[config.mk]
export PLATFORM = sky130hd
export DESIGN_NAME = core_clk_reset_seq
export DESIGN_NICKNAME = d
export VERILOG_FILES = /design/src/rtl/core_clk_pkg.sv /design/src/rtl/sync_2ff.sv /design/src/rtl/core_clk_reset_seq.sv
export SDC_FILE = /design/constraint.sdc
export NUM_CORES = 1
export LEC_CHECK = 0
export BUFFER_PORTS_ARGS = -buffer_cell sky130_fd_sc_hd__buf_2
export CORE_MARGIN = 2
export CORE_UTILIZATION = 35
export CTS_CLUSTER_DIAMETER = 60
export DETAILED_ROUTE_END_ITERATION = 10
export HOLD_SLACK_MARGIN = 0.02
export SLEW_MARGIN = 30
export SYNTH_ARGS = -nofsm -noshare
export SYNTH_HDL_FRONTEND = slang
export SYNTH_SLANG_ARGS = --single-unit
export TNS_END_PERCENT = 30
[constraint.sdc]
create_clock -name clk -period 1.6 [get_ports clk]
set_input_delay 0.24 -clock clk [delete_from_list [all_inputs] [get_ports clk]]
set_output_delay 0.24 -clock clk [all_outputs]
set_load 0.02 [all_outputs]
[src/rtl/core_clk_pkg.sv]
// Shared sequencer state encoding and default timing constants for the core
// clock/reset sequencer.
package core_clk_pkg;

  typedef enum logic [1:0] {
    WAIT_LOCK = 2'd0,
    FILTER    = 2'd1,
    HOLD      = 2'd2,
    RUN       = 2'd3
  } seq_state_e;

  localparam int unsigned HOLD_CYCLES_DEF = 1024;
  localparam int unsigned LOCK_FILTER_DEF = 16;

  // A count of one still needs a 1-bit register.
  function automatic int unsigned cnt_width(input int unsigned n);
    return (n > 1) ? $clog2(n) : 1;
  endfunction

endpackage

[src/rtl/sync_2ff.sv]
// Two-flop synchronizer for a single asynchronous level into the clk domain.
module sync_2ff (
  input  logic clk,
  input  logic rst,
  input  logic d,
  output logic q
);

  logic meta_q;
  logic sync_q;

  always_ff @(posedge clk) begin
    if (rst) begin
      meta_q <= 1'b0;
      sync_q <= 1'b0;
    end else begin
      meta_q <= d;
      sync_q <= meta_q;
    end
  end

  assign q = sync_q;

endmodule

[src/rtl/core_clk_reset_seq.sv]
// Sequences the game-core reset from PLL lock and derives the 24/12/6 MHz
// clock enables from the 48 MHz system clock once the core is running.
//
//   state     | meaning
//   ----------+----------------------------------------------------------
//   WAIT_LOCK | PLL not locked; core held in reset
//   FILTER    | lock seen, waiting for LOCK_FILTER consecutive lock cycles
//   HOLD      | lock stable, holding core reset for HOLD_CYCLES cycles
//   RUN       | core out of reset, clock enables running
module core_clk_reset_seq
  import core_clk_pkg::*;
#(
  parameter int unsigned HOLD_CYCLES = HOLD_CYCLES_DEF,
  parameter int unsigned LOCK_FILTER = LOCK_FILTER_DEF
) (
  input  logic clk,
  input  logic rst,
  input  logic pll_locked,
  input  logic soft_reset,
  output logic core_reset,
  output logic ce_24m,
  output logic ce_12m,
  output logic ce_6m,
  output logic ready
);

  localparam int unsigned FW = cnt_width(LOCK_FILTER);
  localparam int unsigned HW = cnt_width(HOLD_CYCLES);
  localparam logic [FW-1:0] FILT_LAST = FW'(LOCK_FILTER - 1);
  localparam logic [HW-1:0] HOLD_LAST = HW'(HOLD_CYCLES - 1);

  logic lock_s;

  seq_state_e state_q, state_d;
  logic [FW-1:0] fcnt_q, fcnt_d;
  logic [HW-1:0] hcnt_q, hcnt_d;
  logic [2:0]    phase_q, phase_d;
  logic          run_d;

  logic core_reset_q, ready_q, ce_24m_q, ce_12m_q, ce_6m_q;

  sync_2ff u_lock_sync (
    .clk (clk),
    .rst (rst),
    .d   (pll_locked),
    .q   (lock_s)
  );

  // Loss of lock is checked first in every state so it always beats soft_reset.
  always_comb begin
    state_d = state_q;
    fcnt_d  = fcnt_q;
    hcnt_d  = hcnt_q;
    case (state_q)
      WAIT_LOCK: begin
        if (lock_s) begin
          state_d = FILTER;
          fcnt_d  = '0;
        end
      end
      FILTER: begin
        if (!lock_s) begin
          state_d = WAIT_LOCK;
          fcnt_d  = '0;
        end else if (fcnt_q == FILT_LAST) begin
          state_d = HOLD;
          hcnt_d  = '0;
        end else begin
          fcnt_d = fcnt_q + FW'(1);
        end
      end
      HOLD: begin
        if (!lock_s) begin
          state_d = WAIT_LOCK;
          hcnt_d  = '0;
        end else if (soft_reset) begin
          hcnt_d = '0;
        end else if (hcnt_q == HOLD_LAST) begin
          state_d = RUN;
        end else begin
          hcnt_d = hcnt_q + HW'(1);
        end
      end
      RUN: begin
        if (!lock_s) begin
          state_d = WAIT_LOCK;
        end else if (soft_reset) begin
          state_d = HOLD;
          hcnt_d  = '0;
        end
      end
      default: state_d = WAIT_LOCK;
    endcase

    run_d   = (state_d == RUN);
    phase_d = (run_d && (state_q == RUN)) ? phase_q + 3'd1 : 3'd0;
  end

  // Enables decode the previous phase, so the first ce_24m lands two cycles
  // after core_reset falls; gating with run_d zeroes them on the exit edge.
  always_ff @(posedge clk) begin
    if (rst) begin
      state_q      <= WAIT_LOCK;
      fcnt_q       <= '0;
      hcnt_q       <= '0;
      phase_q      <= 3'd0;
      core_reset_q <= 1'b1;
      ready_q      <= 1'b0;
      ce_24m_q     <= 1'b0;
      ce_12m_q     <= 1'b0;
      ce_6m_q      <= 1'b0;
    end else begin
      state_q      <= state_d;
      fcnt_q       <= fcnt_d;
      hcnt_q       <= hcnt_d;
      phase_q      <= phase_d;
      core_reset_q <= !run_d;
      ready_q      <= run_d;
      ce_24m_q     <= run_d && phase_q[0];
      ce_12m_q     <= run_d && (phase_q[1:0] == 2'd3);
      ce_6m_q      <= run_d && (phase_q == 3'd7);
    end
  end

  assign core_reset = core_reset_q;
  assign ready      = ready_q;
  assign ce_24m     = ce_24m_q;
  assign ce_12m     = ce_12m_q;
  assign ce_6m      = ce_6m_q;

endmodule

Word level (Yosys, flattened, before mapping). Index checks and enable logic that the tools add are counted.

Memories: 0. Bits in writable memories: 0. Bits in registers: 26. Latch bits: 0. ROM bits: 0. Bits of input ports: 4.

Shift operators: 0. Multiplexer cells: 21. $add $sub $neg: 3. Bitwise logic cells: 1. Div/mod/pow operators: 0. Multiply operators: 0. Reduce and logical (&&, ||, !) cells: 11. Eq/ne operators: 15. Order comparisons: 0.

Operators by type and width (count): $mux W10 (7); $pmux W10 S3 (1); $mux W2 (8); $mux W4 (3); $add A10 B1 Y10 const B (1); $eq A10 B10 Y1 const B (1); $eq A2 B2 Y1 const B (4); $pmux W2 S4 (1); $pmux W4 S2 (1); $ne A2 B1 Y1 const B (3); $reduce_and A6 Y1 (1); $add A4 B1 Y4 const B (1); $eq A4 B4 Y1 const B (1); $logic_and A1 B1 Y1 (4); $ne A2 B2 Y1 const B (2); $ne A4 B4 Y1 const B (1); $add A3 B1 Y3 const B (1); $eq A3 B3 Y1 const B (1); $ne A3 B3 Y1 const B (1); $reduce_and A3 Y1 (1); $reduce_bool A3 Y1 (1); $eq A2 B1 Y1 const B (1); $logic_not A2 Y1 (1); $reduce_bool A2 Y1 (1); other kinds (3) (3).

Depth between registers and ports, before layout. Gate-level depths: netlist of run 1.

Depth in word-level cells: 9. Mapped depth: 7. Gate-level depth less buffers: 5.

By module. A second synthesis of run 1 with hierarchy kept.

Cell total of the unflattened synthesis: 153. Area, all modules: 1452.6 sq um.

By module, submodules not included: core_clk_reset_seq (times used 1, cells an instance 149, area an instance 1400.1 sq um); sync_2ff (times used 1, cells an instance 4, area an instance 52.6 sq um).

Least setup slack after synthesis of run 1. OpenSTA, ideal clock, no wires.

Path kind: register to register. From: reg hcnt_q[0]. To: reg hcnt_q[9]. Setup slack: -0.160 ns. Path buffers: 1. Cell stages (with the launch flop): 7. Setup time: 0.087 ns. Arrival time: 1.673 ns. Period minus slack after synthesis: 1.760 ns. Required time: 1.513 ns. Path through: dfxtp_1 ha_1 and3_1 buf_6 and4_4 or4b_4 o31ai_1.

Longest elaborated chain between the ends: 5.

Ends and longest elaborated chain: start: declaration (RTL line core_clk_reset_seq.sv:36) `logic [HW-1:0] hcnt_q, hcnt_d;`; start signal: assignment (RTL line core_clk_reset_seq.sv:115) `hcnt_q <= hcnt_d;`; $add A10 B1 Y10 (RTL line core_clk_reset_seq.sv:81) `hcnt_d = hcnt_q + HW'(1);`; $mux W10 (RTL line core_clk_reset_seq.sv:78) `end else if (hcnt_q == HOLD_LAST) begin`; $mux W10 (RTL line core_clk_reset_seq.sv:76) `end else if (soft_reset) begin`; $mux W10 (RTL line core_clk_reset_seq.sv:73) `if (!lock_s) begin`; $pmux W10 S3 (RTL line core_clk_reset_seq.sv:54) `case (state_q)`.

Several ways; a longest one is shown, not always the timed one. The select of a mux whose other input is x is not followed. A chain may end at the register's enable or synchronous reset.

Final worst setup path of run 1.
From: reg hcnt_q[1]. To: reg hcnt_q[9].

The elaborated chain is that of the path after synthesis.

==> impl_metrics.toml, run 1 <==
[final_layout]
num-nets-final = 180
antenna_cells = 0
multiInputGateArea_sq_um = 815
nFillCells = 328
drive_above_1_share = 0.421
stdcell_count = 217
seq_area_sq_um = 526
areaGrowthSynthToFinish_pct = 39.7

[global_routing]
grt_max_degree = 16
grt_pass1_wl_um = 4880
track_usage = 0.151
antenna_found_initial = 0
grt_pass1_vias = 1077
grt.overflow.total = 0

[hold_path]
hold_start = "pll_locked"
hold_depth = 2
hold-path-endpoint = "u_lock_sync.meta_q$_SDFF_PP0_"
min_path_type = "in2reg"

[drt]
dr.pass1.iters = 6
vias_per_cell = 5.18
wire_per_inst_um = 13.7
wirelength_um = 2980
drc = 0
drt_first_iter_violations = 40
ant_nets = 0
dr_total_vias = 1123

[synth]
synth_top_area_cell = "dfxtp_1"
synth-compound-area-share = 0.191
muxShareOfSynthArea = 0
syn_area_per_cell_sq_um = 9.25
synth-xor-area-share = 0.0207
syn_inst = 137
syn-num-nets = 145
synth_top_family_by_area = "simple AND/OR/NAND/NOR gates"
synth_edf_count = 0
synthTopCellsByArea = "dfxtp_1, ha_1, a21oi_1"
synth_fa_ha_area_frac = 0.0395
yosys.area.top_type_share = 0.411
synth_ff_type = "dfxtp_1"
yosysWarnings = 0
synth_seq_cells = 26
netlist-cell-type-count = 45
yosysSeqAreaShare = 0.411
synth-simple-area-share = 0.275
synth_area_sq_um = 1270
async_flop_share = 0

[place]
dp_slack_ps = -111
dpl.hpwl_um = 2040
portBuffers = 8
place_congestion = 0.879
dpl.cell_count = 212

[floorplanning]
rows = 21
die_x_um = 64.2
ioPinCount = 9
start_util = 0.371
coreArea_sq_um = 3420
fp.dieArea_sq_um = 4120
dieHeight_um = 64.2

[sta]
fmax_mhz = 609
worstMarginPinSlew_ps = 329
fin_skew_ps = 1.80
layout_min_cycle_time_ps = 1640
slew_headroom = 0.780
hold_viol_final = 0
slew_viol_final = 0
period_share = 1.03
setup_violations = 4
rsz0062_at_grt = "yes"
fin_ws_ps = -43.0

[clock_tree]
clock-sinks = 26
clkTransAtPathRegs_ps = 140
cts_tree = "built"
clk_latency_ps = 330
cts_buffer_depth = 2
h-tree-depth = 1
root_buffer = "clkbuf_4"
cts_buffers = 3

[power]
ir_worst_vdd_uv = 362
power.density_nw_per_um2 = 672
power_leakage_nw = 0.645

[setup_path]
path_max_fanout = 5
crit_required_ps = 1830
r2r-start = "hcnt_q[1]$_SDFFE_PP0P_"
start_kind = "flop"
rr_worst_depth = 6
end_kind = "flop"
arrival_ps = 1870
rr_endpoint = "hcnt_q[9]$_SDFFE_PP0P_"
reg2reg_slack_ps = -40
critPathKind = "reg2reg"

[outcome]
status = "finished with violations"
violations = "negative setup slack"

[flow_run]
cap_violations = 0
-- worst max-delay path by stage --
stage | start | to | depth (start not counted)
after floorplan | hcnt_q[1]$_SDFFE_PP0P_ | hcnt_q[9]$_SDFFE_PP0P_ | 6
after global placement | hcnt_q[1]$_SDFFE_PP0P_ | hcnt_q[9]$_SDFFE_PP0P_ | 5
after detailed placement | hcnt_q[1]$_SDFFE_PP0P_ | hcnt_q[9]$_SDFFE_PP0P_ | 5
after CTS | hcnt_q[1]$_SDFFE_PP0P_ | hcnt_q[9]$_SDFFE_PP0P_ | 5
after global routing | hcnt_q[1]$_SDFFE_PP0P_ | hcnt_q[7]$_SDFFE_PP0P_ | 6
final | hcnt_q[1]$_SDFFE_PP0P_ | hcnt_q[9]$_SDFFE_PP0P_ | 6
-- flip-flops by register name, summed over array words and instances, names as in the netlist, 2 cells and up --
name     cells
phase_q      3
fcnt_q       4
state_q      2
hcnt_q      10
-- synthesized netlist by cell type, drive strengths merged, types with 4 or more instances --
cell type  count
nand2          7
nand3          5
dfxtp         26
o31ai          4
nor3           4
buf            7
nor2           7
inv            5
or3            5
ha             4
a21oi         10
-- critical path, stage by stage (launching register included) --
cell and delay (ps):
dfxtp_2 360, ha_4 160, and3_4 180, and4_4 210
buf_4 170, o41ai_4 370, o31ai_2 110
-- per-stage QoR --
step	utilization	instance area, sq um	hold slack, ps	total power [mW]	TNS, ps
after global placement	0.473	1620	423	0.734	-65.0
final	0.518	1770	116	1.19	-102
after detailed placement	0.473	1620	429	0.735	-272
after global routing	0.518	1770	106	1.23	-470
after floorplan	-	1340	312	0.708	-593
after CTS	0.502	1710	104	1.20	-83.7
-- repair_timing --
item	CTS	global route
buffers inserted	3	0
resized for setup	8	8
hold buffers	0	0
setup endpoints to repair	12	13
pin swaps	8	3
gates cloned	0	0
-- per-layer routing --
metal  routed length (um)  up-vias  track usage
met1                 1410      528        0.188
met5                    0        -            0
met3                   81        2       0.0423
met4                   27        0       0.0452
met2                 1460       16        0.251
li1                     -      577            -
-- kinds of logic (layout without fill, tap and decap cells) --
| logic type | Yosys count | count (layout) |
|---|---|---|
| AO/OA/AOI/OAI | 34 | 34 |
| XOR/XNOR | 3 | 3 |
| adder cells (fa/ha/maj) | 4 | 4 |
| buffers and inverters | 14 | 48 |
| flip-flops | 26 | 26 |
| AND/OR/NAND/NOR | 56 | 56 |
-- layout make-up --
| type | instances | area share |
|---|---|---|
| Clock inverter | 1 | 0.0170 |
| Timing Repair Buffer | 39 | 0.170 |
| Multi-Input combinational cell | 97 | 0.460 |
| Sequential cell | 26 | 0.297 |
| Clock buffer | 3 | 0.0127 |
| Inverter | 5 | 0.0106 |
| Tap cell | 46 | 0.0325 |
-- placed cells by master (no fill, tap or decap), types with 4 or more instances in the layout --
| cell | netlist | routed |
|---|---|---|
| buf_4 | 0 | 28 |
| dfxtp_1 | 26 | 22 |
| a21oi_1 | 9 | 8 |
| buf_2 | 4 | 8 |
| nand2_1 | 7 | 7 |
| nor2_1 | 7 | 7 |
| inv_1 | 5 | 5 |
| nand3_1 | 5 | 5 |
| or3_1 | 5 | 4 |
| dfxtp_2 | 0 | 4 |
-- power breakdown --
part | internal [mW] | switching (mW)
Combinational | 0.0348 | 0.0356
Clock | 0.254 | 0.206
Sequential | 0.654 | 0.00617
Total | 0.942 | 0.248
Note: power is estimated with default switching activity, not from simulation.
==> run 2, diff against run 1 <==
CORE_UTILIZATION = 50   (was 35)
CTS_CLUSTER_SIZE = 12   (was unset)
PLACE_DENSITY = 0.71   (was unset)
REMOVE_ABC_BUFFERS = 1   (was unset)
==> run 2 against run 1 <==
- the run still ends with negative setup slack left
- non-clock buffer count fell by 4
- via count rose by 2.8%
- critical path depth fell by 1
==> impl_metrics.toml, run 2 (synthesis results as in run 1) <==
[outcome]
status = "finished with violations"
violations = "negative setup slack"

[clock_tree]
root_buffer = "clkbuf_4"
cts_tree = "built"
clk_latency_ps = 340
clock-sinks = 26
cts_buffer_depth = 2
clkTransAtPathRegs_ps = 150
h-tree-depth = 1
cts_buffers = 3

[drt]
top_layer = "met4"
drc = 0
route.met2.wl_um = 1430
dr.pass1.iters = 7
dr_total_vias = 1155
ant_nets = 0
wire_per_inst_um = 14.6
vias_per_cell = 5.86
wirelength_um = 2870
dr_wl_met3_um = 68
drt_first_iter_violations = 19
drt-met1-wl_um = 1310

[setup_path]
end_kind = "flop"
start_kind = "flop"
worstPathCellList = "ha_4 -> and3_4 -> and4_4 -> or4b_4 -> o31ai_4"
critPathSlowestCell = "or4b_4"
reg2reg_slack_ps = -80
rr_worst_depth = 5
path_max_fanout = 7
crit_required_ps = 1870
cpPeakStageDelay_ps = 550
arrival_ps = 1950
critPathKind = "reg2reg"
r2r-start = "hcnt_q[0]$_SDFFE_PP0P_"
rr_endpoint = "hcnt_q[9]$_SDFFE_PP0P_"

[sta]
period_share = 1.05
fmax_mhz = 594
layout_min_cycle_time_ps = 1680
worstMarginPinSlew_ps = 376
setup_violations = 5
slew_headroom = 0.748
rsz0062_at_grt = "yes"
fin_ws_ps = -83.3
slew_viol_final = 0
hold_viol_final = 0
fin_skew_ps = 9.36
tns_ps = -179

[power]
power.total_mw = 1.07
pwr-share-clk = 0.326
combPwrFrac = 0.057
p_sw_mw = 0.248
power_leakage_nw = 0.603
power_switching_share = 0.232
p_int_mw = 0.822
power.density_nw_per_um2 = 650
seqPwrFrac = 0.618
ir_worst_vdd_uv = 487

[final_layout]
largest_register_ffs = 10
antenna_cells = 0
largest-register = "hcnt_q"
reg_top3 = "hcnt_q (10), fcnt_q (4), phase_q (3)"
stdcell_count = 197
final_common_cell = "buf_4"
num-nets-final = 176
final_cell_area_sq_um = 1650
drive_above_1_share = 0.377
areaGrowthSynthToFinish_pct = 29.8
final_util = 0.676
most-common-layout-cells = "buf_4, dfxtp_1, buf_2"

[place]
place_congestion = 0.815
dpl.cell_count = 192
placed_area_sq_um = 1480
dpl.hpwl_um = 1980
portBuffers = 8

[global_routing]
grt_max_degree = 15
track_usage = 0.205
grt_pass1_vias = 956
antenna_found_initial = 0
grt_pass1_wl_um = 4400
grt.overflow.total = 0

[hold_path]
hold-path-endpoint = "u_lock_sync.meta_q$_SDFF_PP0_"
hold_start = "pll_locked"
min_path_type = "in2reg"
hold_depth = 2

[floorplanning]
rows = 18
coreArea_sq_um = 2430
dieHeight_um = 54.4
die_x_um = 54.4
fp.dieArea_sq_um = 2950
ioPinCount = 9
start_util = 0.521

[flow_run]
cap_violations = 0
-- run 2: changes by cell type in the layout (fill, tap and decap cells not counted), sizes merged --
| cell | delta |
|---|---|
| buf | -4 |
| bufinv | -1 |
| clkbuf | +1 |
-- run 2: area by class of cell --
type                    count  area [sq um]
flip-flops and latches     26           527
multi-input cells          97           776
well taps                  30          37.5
repair buffers             35           250
inverters                   5          18.8
fillers                   197           787
clock buffers               4          36.3
-- run 2: routing by layer --
layer  vias to the layer above  track usage
li1                        570            -
met2                        26        0.325
met1                       552        0.270
met4                         0        0.117
met3                         7       0.0191
met5                         -            0
-- run 2: power by group through the flow --
| stage | Combinational [mW] | Sequential (mW) | Clock [mW] |
|---|---|---|---|
| after floorplan | 0.0248 | 0.674 | 0 |
| after global placement | 0.0536 | 0.672 | 0 |
| after detailed placement | 0.0560 | 0.673 | 0 |
| after CTS | 0.0566 | 0.659 | 0.344 |
| after global routing | 0.0668 | 0.661 | 0.371 |
| final | 0.0609 | 0.660 | 0.348 |
-- run 2: worst max-delay path: cells and delay by family, from the launching register on --
| kind | cells | cell delay [ps] |
|---|---|---|
| and+or+nand+nor | 3 | 920 |
| DFF | 1 | 360 |
| AOI/OAI and AO/OA | 1 | 180 |
| adders and majority gates | 1 | 160 |
-- run 2: metrics by stage --
| stage | setup WS, ps | hold slack, ps |
|---|---|---|
| finish | -83.3 | 102 |
| global route | -121 | 95.6 |
| CTS | -75.3 | 110 |
| detailed placement | -146 | 428 |
| global placement | -75.6 | 417 |
| floorplan | -151 | 309 |
-- run 2: timing repair --
action | in CTS | in global routing
setup endpoints to repair | 16 | 19
hold buffers | 0 | 0
gates resized for setup | 13 | 14
setup buffers | 1 | 1
pin swaps | 6 | 10
-- run 2: worst max path at each step --
stage	start	end	cells after the start
6_report	hcnt_q[0]$_SDFFE_PP0P_	hcnt_q[9]$_SDFFE_PP0P_	5
5_1_grt	hcnt_q[0]$_SDFFE_PP0P_	hcnt_q[9]$_SDFFE_PP0P_	5
4_1_cts	hcnt_q[0]$_SDFFE_PP0P_	hcnt_q[9]$_SDFFE_PP0P_	5
3_5_place_dp	fcnt_q[0]$_SDFFE_PP0P_	fcnt_q[1]$_SDFFE_PP0P_	6
3_3_place_gp	fcnt_q[0]$_SDFFE_PP0P_	core_reset$_SDFF_PP1_	5
2_1_floorplan	fcnt_q[1]$_SDFFE_PP0P_	core_reset$_SDFF_PP1_	5
